## config.mk

```make
export PLATFORM = sky130hd
export DESIGN_NAME = dynamic_buff
export DESIGN_NICKNAME = d
export VERILOG_FILES = /design/src/rtl/dynamic_buff_pkg.sv /design/src/rtl/dynamic_buff_freelist.sv /design/src/rtl/dynamic_buff.sv
export SDC_FILE = /design/constraint.sdc
export NUM_CORES = 1
export LEC_CHECK = 0
export ABC_AREA = 0
export CORE_UTILIZATION = 40
export DETAILED_ROUTE_END_ITERATION = 8
export PLACE_DENSITY = 0.63
export SLEW_MARGIN = 10
export SYNTH_ARGS = -nofsm -noshare
export SYNTH_HDL_FRONTEND = slang
export SYNTH_SLANG_ARGS = --single-unit
export TNS_END_PERCENT = 1
```

## constraint.sdc

```tcl
create_clock -name clk -period 7.9 [get_ports clk]
set_input_delay 2.37 -clock clk [delete_from_list [all_inputs] [get_ports clk]]
set_output_delay 2.37 -clock clk [all_outputs]
set_load 0.05 [all_outputs]
```

## src/rtl/dynamic_buff_pkg.sv

```systemverilog
// Shared state type, sizing helpers and default sizes for the dynamic_buff
// multi-queue linked-list buffer.
package dynamic_buff_pkg;

    localparam int DEF_NUMFIFO = 8;
    localparam int DEF_NUMADDR = 16;
    localparam int DEF_BITDATA = 8;

    typedef enum logic {
        INIT = 1'b0,
        RUN  = 1'b1
    } buff_state_t;

    // Index width, kept at one bit minimum so single-entry sizes still elaborate.
    function automatic int idx_width(input int n);
        return (n > 1) ? $clog2(n) : 1;
    endfunction

    function automatic int cnt_width(input int n);
        return $clog2(n + 1);
    endfunction

endpackage

```

## src/rtl/dynamic_buff_freelist.sv

```systemverilog
// Free-list manager for dynamic_buff: builds the initial chain of free entries,
// then hands out fhead on alloc and appends released entries at ftail.
module dynamic_buff_freelist
    import dynamic_buff_pkg::*;
#(
    parameter  int NUMADDR = DEF_NUMADDR,
    localparam int BITADDR = idx_width(NUMADDR),
    localparam int BITCNT  = cnt_width(NUMADDR)
) (
    input  logic               clk,
    input  logic               rst,
    input  logic               i_alloc,
    input  logic               i_release,
    input  logic [BITADDR-1:0] i_rel_addr,
    input  logic [BITADDR-1:0] i_fhead_link,
    output logic               o_ready,
    output logic [BITADDR-1:0] o_fhead,
    output logic [BITCNT-1:0]  o_fcnt,
    output logic               o_lw_en,
    output logic [BITADDR-1:0] o_lw_addr,
    output logic [BITADDR-1:0] o_lw_data,
    output buff_state_t        o_state
);

    buff_state_t        r_state;
    logic [BITADDR-1:0] r_init_ptr;
    logic [BITADDR-1:0] r_fhead;
    logic [BITADDR-1:0] r_ftail;
    logic [BITCNT-1:0]  r_fcnt;
    logic               r_ready;

    logic               w_alloc;
    logic               w_release;
    logic [BITCNT-1:0]  w_fcnt_left;
    logic               w_tail_valid;

    assign w_alloc      = (r_state == RUN) && i_alloc && (r_fcnt != '0);
    assign w_release    = (r_state == RUN) && i_release;
    assign w_fcnt_left  = r_fcnt - BITCNT'(w_alloc);
    // ftail only names a free entry while something stays on the list after alloc.
    assign w_tail_valid = (w_fcnt_left != '0);

    always_comb begin
        o_lw_en   = 1'b0;
        o_lw_addr = '0;
        o_lw_data = '0;
        if (r_state == INIT) begin
            o_lw_en   = 1'b1;
            o_lw_addr = r_init_ptr;
            o_lw_data = r_init_ptr + BITADDR'(1);
        end else if (w_release && w_tail_valid) begin
            o_lw_en   = 1'b1;
            o_lw_addr = r_ftail;
            o_lw_data = i_rel_addr;
        end
    end

    always_ff @(posedge clk) begin
        if (rst) begin
            r_state    <= INIT;
            r_init_ptr <= '0;
            r_fhead    <= '0;
            r_ftail    <= '0;
            r_fcnt     <= '0;
            r_ready    <= 1'b0;
        end else begin
            case (r_state)
                INIT: begin
                    r_init_ptr <= r_init_ptr + BITADDR'(1);
                    if (r_init_ptr == BITADDR'(NUMADDR - 1)) begin
                        r_fhead <= '0;
                        r_ftail <= BITADDR'(NUMADDR - 1);
                        r_fcnt  <= BITCNT'(NUMADDR);
                        r_ready <= 1'b1;
                        r_state <= RUN;
                    end
                end
                RUN: begin
                    if (w_alloc) begin
                        r_fhead <= i_fhead_link;
                    end
                    if (w_release) begin
                        r_ftail <= i_rel_addr;
                        if (!w_tail_valid) begin
                            r_fhead <= i_rel_addr;
                        end
                    end
                    r_fcnt <= w_fcnt_left + BITCNT'(w_release);
                end
                default: r_state <= INIT;
            endcase
        end
    end

    assign o_ready = r_ready;
    assign o_fhead = r_fhead;
    assign o_fcnt  = r_fcnt;
    assign o_state = r_state;

endmodule

```

## src/rtl/dynamic_buff.sv

```systemverilog
// Multi-queue FIFO sharing one pool of entries through per-queue linked lists.
// Optional DYNAMIC_BUFF_ERR_EN adds sticky err[1:0] and self-check assertions.
module dynamic_buff
    import dynamic_buff_pkg::*;
#(
    parameter  int NUMFIFO = DEF_NUMFIFO,
    parameter  int NUMADDR = DEF_NUMADDR,
    parameter  int BITDATA = DEF_BITDATA,
    localparam int BITFIFO = idx_width(NUMFIFO),
    localparam int BITADDR = idx_width(NUMADDR),
    localparam int BITCNT  = cnt_width(NUMADDR)
) (
    input  logic               clk,
    input  logic               rst,
    output logic               ready,
    input  logic               push,
    input  logic [BITFIFO-1:0] pu_prt,
    input  logic [BITDATA-1:0] pu_din,
    input  logic               pop,
    input  logic [BITFIFO-1:0] po_prt,
    output logic [BITDATA-1:0] po_dout,
    output logic [NUMFIFO-1:0] q_empty,
    output logic               pool_full,
`ifdef DYNAMIC_BUFF_ERR_EN
    output logic [1:0]         err,
`endif
    output logic [BITCNT-1:0]  free_cnt
);

    logic [BITDATA-1:0] r_data_mem [NUMADDR];
    logic [BITADDR-1:0] r_link_mem [NUMADDR];
    logic [BITADDR-1:0] r_head     [NUMFIFO];
    logic [BITADDR-1:0] r_tail     [NUMFIFO];
    logic [BITCNT-1:0]  r_cnt      [NUMFIFO];

    buff_state_t        w_state;
    logic               w_run;
    logic [BITADDR-1:0] w_fhead;
    logic [BITCNT-1:0]  w_fcnt;
    logic               w_fl_lw_en;
    logic [BITADDR-1:0] w_fl_lw_addr;
    logic [BITADDR-1:0] w_fl_lw_data;
    logic [BITCNT-1:0]  w_pu_cnt;
    logic [BITCNT-1:0]  w_po_cnt;
    logic [BITADDR-1:0] w_pop_addr;
    logic               w_push_ok;
    logic               w_pop_ok;
    logic               w_same_q;
    logic               w_hand_off;

    assign w_run      = (w_state == RUN);
    assign w_pu_cnt   = r_cnt[pu_prt];
    assign w_po_cnt   = r_cnt[po_prt];
    assign w_pop_addr = r_head[po_prt];

    // A full pool drops the push even when a pop frees an entry this cycle.
    assign w_push_ok  = push && w_run && (w_fcnt != '0);
    assign w_pop_ok   = pop && w_run && (w_po_cnt != '0);
    assign w_same_q   = w_push_ok && w_pop_ok && (pu_prt == po_prt);
    assign w_hand_off = w_same_q && (w_po_cnt == BITCNT'(1));

    dynamic_buff_freelist #(
        .NUMADDR (NUMADDR)
    ) u_freelist (
        .clk          (clk),
        .rst          (rst),
        .i_alloc      (w_push_ok),
        .i_release    (w_pop_ok),
        .i_rel_addr   (w_pop_addr),
        .i_fhead_link (r_link_mem[w_fhead]),
        .o_ready      (ready),
        .o_fhead      (w_fhead),
        .o_fcnt       (w_fcnt),
        .o_lw_en      (w_fl_lw_en),
        .o_lw_addr    (w_fl_lw_addr),
        .o_lw_data    (w_fl_lw_data),
        .o_state      (w_state)
    );

    // Two link write ports: free-list chaining and queue-tail chaining never
    // target the same entry, since ftail is free and tail[q] is allocated.
    always_ff @(posedge clk) begin
        if (!rst) begin
            if (w_fl_lw_en) begin
                r_link_mem[w_fl_lw_addr] <= w_fl_lw_data;
            end
            if (w_push_ok && (w_pu_cnt != '0)) begin
                r_link_mem[r_tail[pu_prt]] <= w_fhead;
            end
            if (w_push_ok) begin
                r_data_mem[w_fhead] <= pu_din;
            end
        end
    end

    always_ff @(posedge clk) begin
        if (rst) begin
            for (int i = 0; i < NUMFIFO; i++) begin
                r_head[i] <= '0;
                r_tail[i] <= '0;
                r_cnt[i]  <= '0;
            end
        end else begin
            if (w_push_ok) begin
                r_tail[pu_prt] <= w_fhead;
                if ((w_pu_cnt == '0) || w_hand_off) begin
                    r_head[pu_prt] <= w_fhead;
                end
                if (!w_same_q) begin
                    r_cnt[pu_prt] <= w_pu_cnt + BITCNT'(1);
                end
            end
            if (w_pop_ok) begin
                if (!w_hand_off) begin
                    r_head[po_prt] <= r_link_mem[w_pop_addr];
                end
                if (!w_same_q) begin
                    r_cnt[po_prt] <= w_po_cnt - BITCNT'(1);
                end
            end
        end
    end

    always_comb begin
        q_empty = '0;
        for (int i = 0; i < NUMFIFO; i++) begin
            q_empty[i] = (r_cnt[i] == '0);
        end
    end

    assign po_dout   = (w_po_cnt != '0) ? r_data_mem[w_pop_addr] : '0;
    assign pool_full = (w_fcnt == '0);
    assign free_cnt  = w_fcnt;

`ifdef DYNAMIC_BUFF_ERR_EN
    localparam int BITSUM = BITCNT + BITFIFO + 1;

    logic [1:0]         r_err;
    logic [BITDATA-1:0] r_ref_mem [NUMFIFO][NUMADDR];
    logic [BITADDR-1:0] r_ref_wp  [NUMFIFO];
    logic [BITADDR-1:0] r_ref_rp  [NUMFIFO];
    logic [BITSUM-1:0]  w_cnt_sum;

    always_ff @(posedge clk) begin
        if (rst) begin
            r_err <= '0;
        end else begin
            if (push && w_run && (w_fcnt == '0)) begin
                r_err[0] <= 1'b1;
            end
            if (pop && w_run && (w_po_cnt == '0)) begin
                r_err[1] <= 1'b1;
            end
        end
    end

    assign err = r_err;

    // Independent flat per-queue ring used only to cross-check the linked lists.
    always_ff @(posedge clk) begin
        if (rst) begin
            for (int i = 0; i < NUMFIFO; i++) begin
                r_ref_wp[i] <= '0;
                r_ref_rp[i] <= '0;
            end
        end else begin
            if (w_push_ok) begin
                r_ref_mem[pu_prt][r_ref_wp[pu_prt]] <= pu_din;
                r_ref_wp[pu_prt] <= r_ref_wp[pu_prt] + BITADDR'(1);
            end
            if (w_pop_ok) begin
                r_ref_rp[po_prt] <= r_ref_rp[po_prt] + BITADDR'(1);
            end
        end
    end

    always_comb begin
        w_cnt_sum = BITSUM'(w_fcnt);
        for (int i = 0; i < NUMFIFO; i++) begin
            w_cnt_sum = w_cnt_sum + BITSUM'(r_cnt[i]);
        end
    end

    a_cnt_inv: assert property (@(posedge clk) disable iff (rst)
        w_run |-> (w_cnt_sum == BITSUM'(NUMADDR)));

    a_data_ref: assert property (@(posedge clk) disable iff (rst)
        (w_po_cnt != '0) |-> (po_dout == r_ref_mem[po_prt][r_ref_rp[po_prt]]));
`endif

endmodule

```

==> impl_metrics.ini <==
[outcome]
outcome = finished, final reports clean

[sta]
setup_viol = 0
worstMarginPinSlew_ns = 1.15
finClkSkew_ns = 0.0276
rsz0062_at_grt = no
slew_headroom_pct = 23.5
whs_ns = 0.494
finalHoldViolCount = 0
period_share_pct = 98.3
fin_crit_ns = 7.76
slew_violations = 0
fmax_ghz = 0.129

[pwr]
clockPowerShare_pct = 40.8
total_power_w = 0.00411
switching_power_w = 0.00103
p_int_w = 0.00308
switching_share_pct = 25.1
p_leak_nw = 6.51
combPwrFrac_pct = 13.2
peakVddDrop_uv = 126
power.density_nw_per_um2 = 217
p_seq_share_pct = 46.0

[synth]
synth.distinct_cells = 77
avgSynthCellArea_um2 = 12.6
synth_edf_count = 296
async_reset_ff_share_pct = 0
seq_area_frac_synth_pct = 56.4
synthFlopType = edfxtp_1
synth_cells = 1311
synth_seq_cells = 319
yosysMostFrequentCell = edfxtp_1
synth_area_leaders = edfxtp_1, mux4_2, mux2_2
synth_top_area_share_pct = 53.6
netlist_top_cells_count = edfxtp_1, nand2_1, mux2_2, o22ai_1, mux2i_1
synth_area_leader_cell = edfxtp_1
ys_warn_count = 0
syn_area_um2 = 16600
synth_nets = 1338

[die]
fp.dieArea_um2 = 42200
ios = 41
die_w_um = 206
rows = 74
core_area_um2 = 40800
start_util_pct = 40.6
die_h_um = 206

[cts]
clkTransAtPathRegs_ns = 0.05
cts_tree = done
cts_resized = 1
clk-insertion-delay-late_ns = 0.56
clock_path_buffers = 3
ctsHoldBuffers = 0
numCtsBuffers = 36
clock_sinks = 319
clockRootBuffer = clkbuf_16
cts_setup_buffers = 0
htree_num_levels = 2

[cells_and_area]
areaGrowthSynthToFinish_pct = 14.5
postLayoutCoreUtil_pct = 46.5
stdcell_area_um2 = 19000
num-fill-cells = 3628
fin_nets = 1378
drive_gt1_share_pct = 18.3

[global_routing]
grt_pass1_vias = 11400
grt_max_degree = 54
grt_use_total_pct = 22.1
grt_pass1_wl_um = 70300
grt_overflow_total = 0
antenna_found_initial = 1

[drt]
drtPass1Iterations = 6
drc = 0
drt_iter0_markers = 1299
vias_per_cell = 6.17
antenna_left = 0
via_count = 11800
wire_per_inst_um = 24.1
routed_wl_um = 46100

[placement]
dp_hpwl_um = 31300
placed_area_um2 = 17800
place_congestion = 0.949
port_buffers = 40

[critical_path]
slowest_delay_ns = 0.44
critPathBufInv = 5
cpMaxStageDelayCell = clkdlybuf4s50_1
path_cells = clkdlybuf4s50_1 > buf_12 > buf_4 > and2_1 > a221o_1 > a222oi_1 > buf_4 > and2_2 > a32oi_1 > a21oi_1 > buf_12
end_kind = output port
timing.rr.start = u_freelist.o_state
critPathTopFamily = compound AO/OA/AOI/OAI gates
worstPathArrival_ns = 5.39
worst-path-max-fanout = 18
regToRegSetupSlack_ns = 3.38
required_ns = 5.53
startpoint = po_prt[2]
cp-start-kind = input port
crit_type = input port to output port

[min_path]
hold_class = flop to flop
min_from = u_freelist.o_ready

[job]
maxCapViolCount = 0
==> metal layers <==
layer | up-vias | track usage, % | wire length [µm]
met2 | 592 | 34.6 | 21100
met3 | 94 | 4.74 | 4070
li1 | 5229 | - | -
met5 | - | 0 | 0
met1 | 5876 | 30.2 | 19400
met4 | 0 | 8.20 | 1490
==> stage by stage <==
| step | worst slack, ns | TNS, ns | instances |
|---|---|---|---|
| 5_1_grt | 0.0257 | 0 | 1909 |
| 4_1_cts | 0.107 | 0 | 1909 |
| 6_report | 0.135 | 0 | 1910 |
| 3_5_place_dp | -0.0349 | -0.0349 | 1845 |
| 3_3_place_gp | -0.000829 | -0.000829 | 1845 |
| 2_1_floorplan | 0.405 | 0 | 1311 |
==> worst reg2reg max path: stages, from the launching register on <==
cell,delay (ns)
dfxtp_1,0.92
and2_1,0.34
o21ai_0,0.11
buf_4,0.21
inv_1,0.08
ha_1,0.18
nor3b_1,0.24
xor2_1,0.13
or4_1,0.62
and3_1,0.29
nand2_1,0.08
nand4_1,0.26
o21ai_0,0.66
==> final cells by class <==
type | count | area [µm²] | area share, %
Timing Repair Buffer | 93 | 986 | 5.20
Antenna cell | 1 | 2.50 | 0.0132
Sequential cell | 319 | 9350 | 49.3
Inverter | 20 | 75.1 | 0.396
Tap cell | 532 | 666 | 3.51
Multi-Input combinational cell | 881 | 6730 | 35.5
Clock buffer | 46 | 948 | 5.00
Clock inverter | 18 | 214 | 1.13
==> power by group through the flow <==
stage               sequential [W]  combinational (W)  clock (W)
finish                     0.00189           0.000541    0.00168
detailed placement         0.00193           0.000535          0
floorplan                  0.00192           0.000338          0
global route               0.00189           0.000572    0.00176
global placement           0.00193           0.000529          0
CTS                        0.00189           0.000537    0.00170
==> cell families (layout without fill, tap and decap cells) <==
family	count (synthesis)	after routing	share of synthesized area, %
XOR/XNOR	18	18	0.952
other	0	1	0
flip-flops	319	319	56.4
AND/OR/NAND/NOR	411	411	12.6
adder cells (fa/ha/maj)	9	9	0.680
buffers and inverters	111	177	3.22
multiplexers	182	182	14.9
AO/OA/AOI/OAI	261	261	11.3
==> path summary, 6_finish.rpt <==
path | endpoint | cells past startpoint
worst max-delay path | po_dout[1] | 11
worst min-delay path | u_freelist.o_ready | 2
worst max register to register | r_link_mem[4][2] | 12
worst min register to register | u_freelist.o_ready | 2
==> state kept, by name (all words and copies together), names as in the netlist, named ones only <==
register               count
r_data_mem               128
r_link_mem                64
r_cnt                     40
r_head                    32
r_tail                    32
u_freelist.o_fcnt          5
u_freelist.o_fhead         4
u_freelist.r_ftail         4
u_freelist.r_init_ptr      4
u_freelist.o_ready         1
u_freelist.o_state         1
==> cells in the final DEF, fill, tap and decap left out, types with 17 or more instances in the layout <==
cell type,Yosys,final
and3_1,17,17
mux4_2,42,42
and2_1,33,32
inv_1,17,17
a32oi_1,19,18
o22ai_1,67,67
clkdlybuf4s50_1,0,31
nand3_1,45,45
mux2i_1,64,64
buf_12,1,17
dfxtp_1,23,23
mux2_2,74,74
nor2_1,57,56
edfxtp_1,296,296
buf_4,7,44
nand3b_1,21,21
nand2_1,153,152
o21ai_0,32,32
clkbuf_16,0,36
a21oi_1,32,32
(Power assumes the default switching activity.)
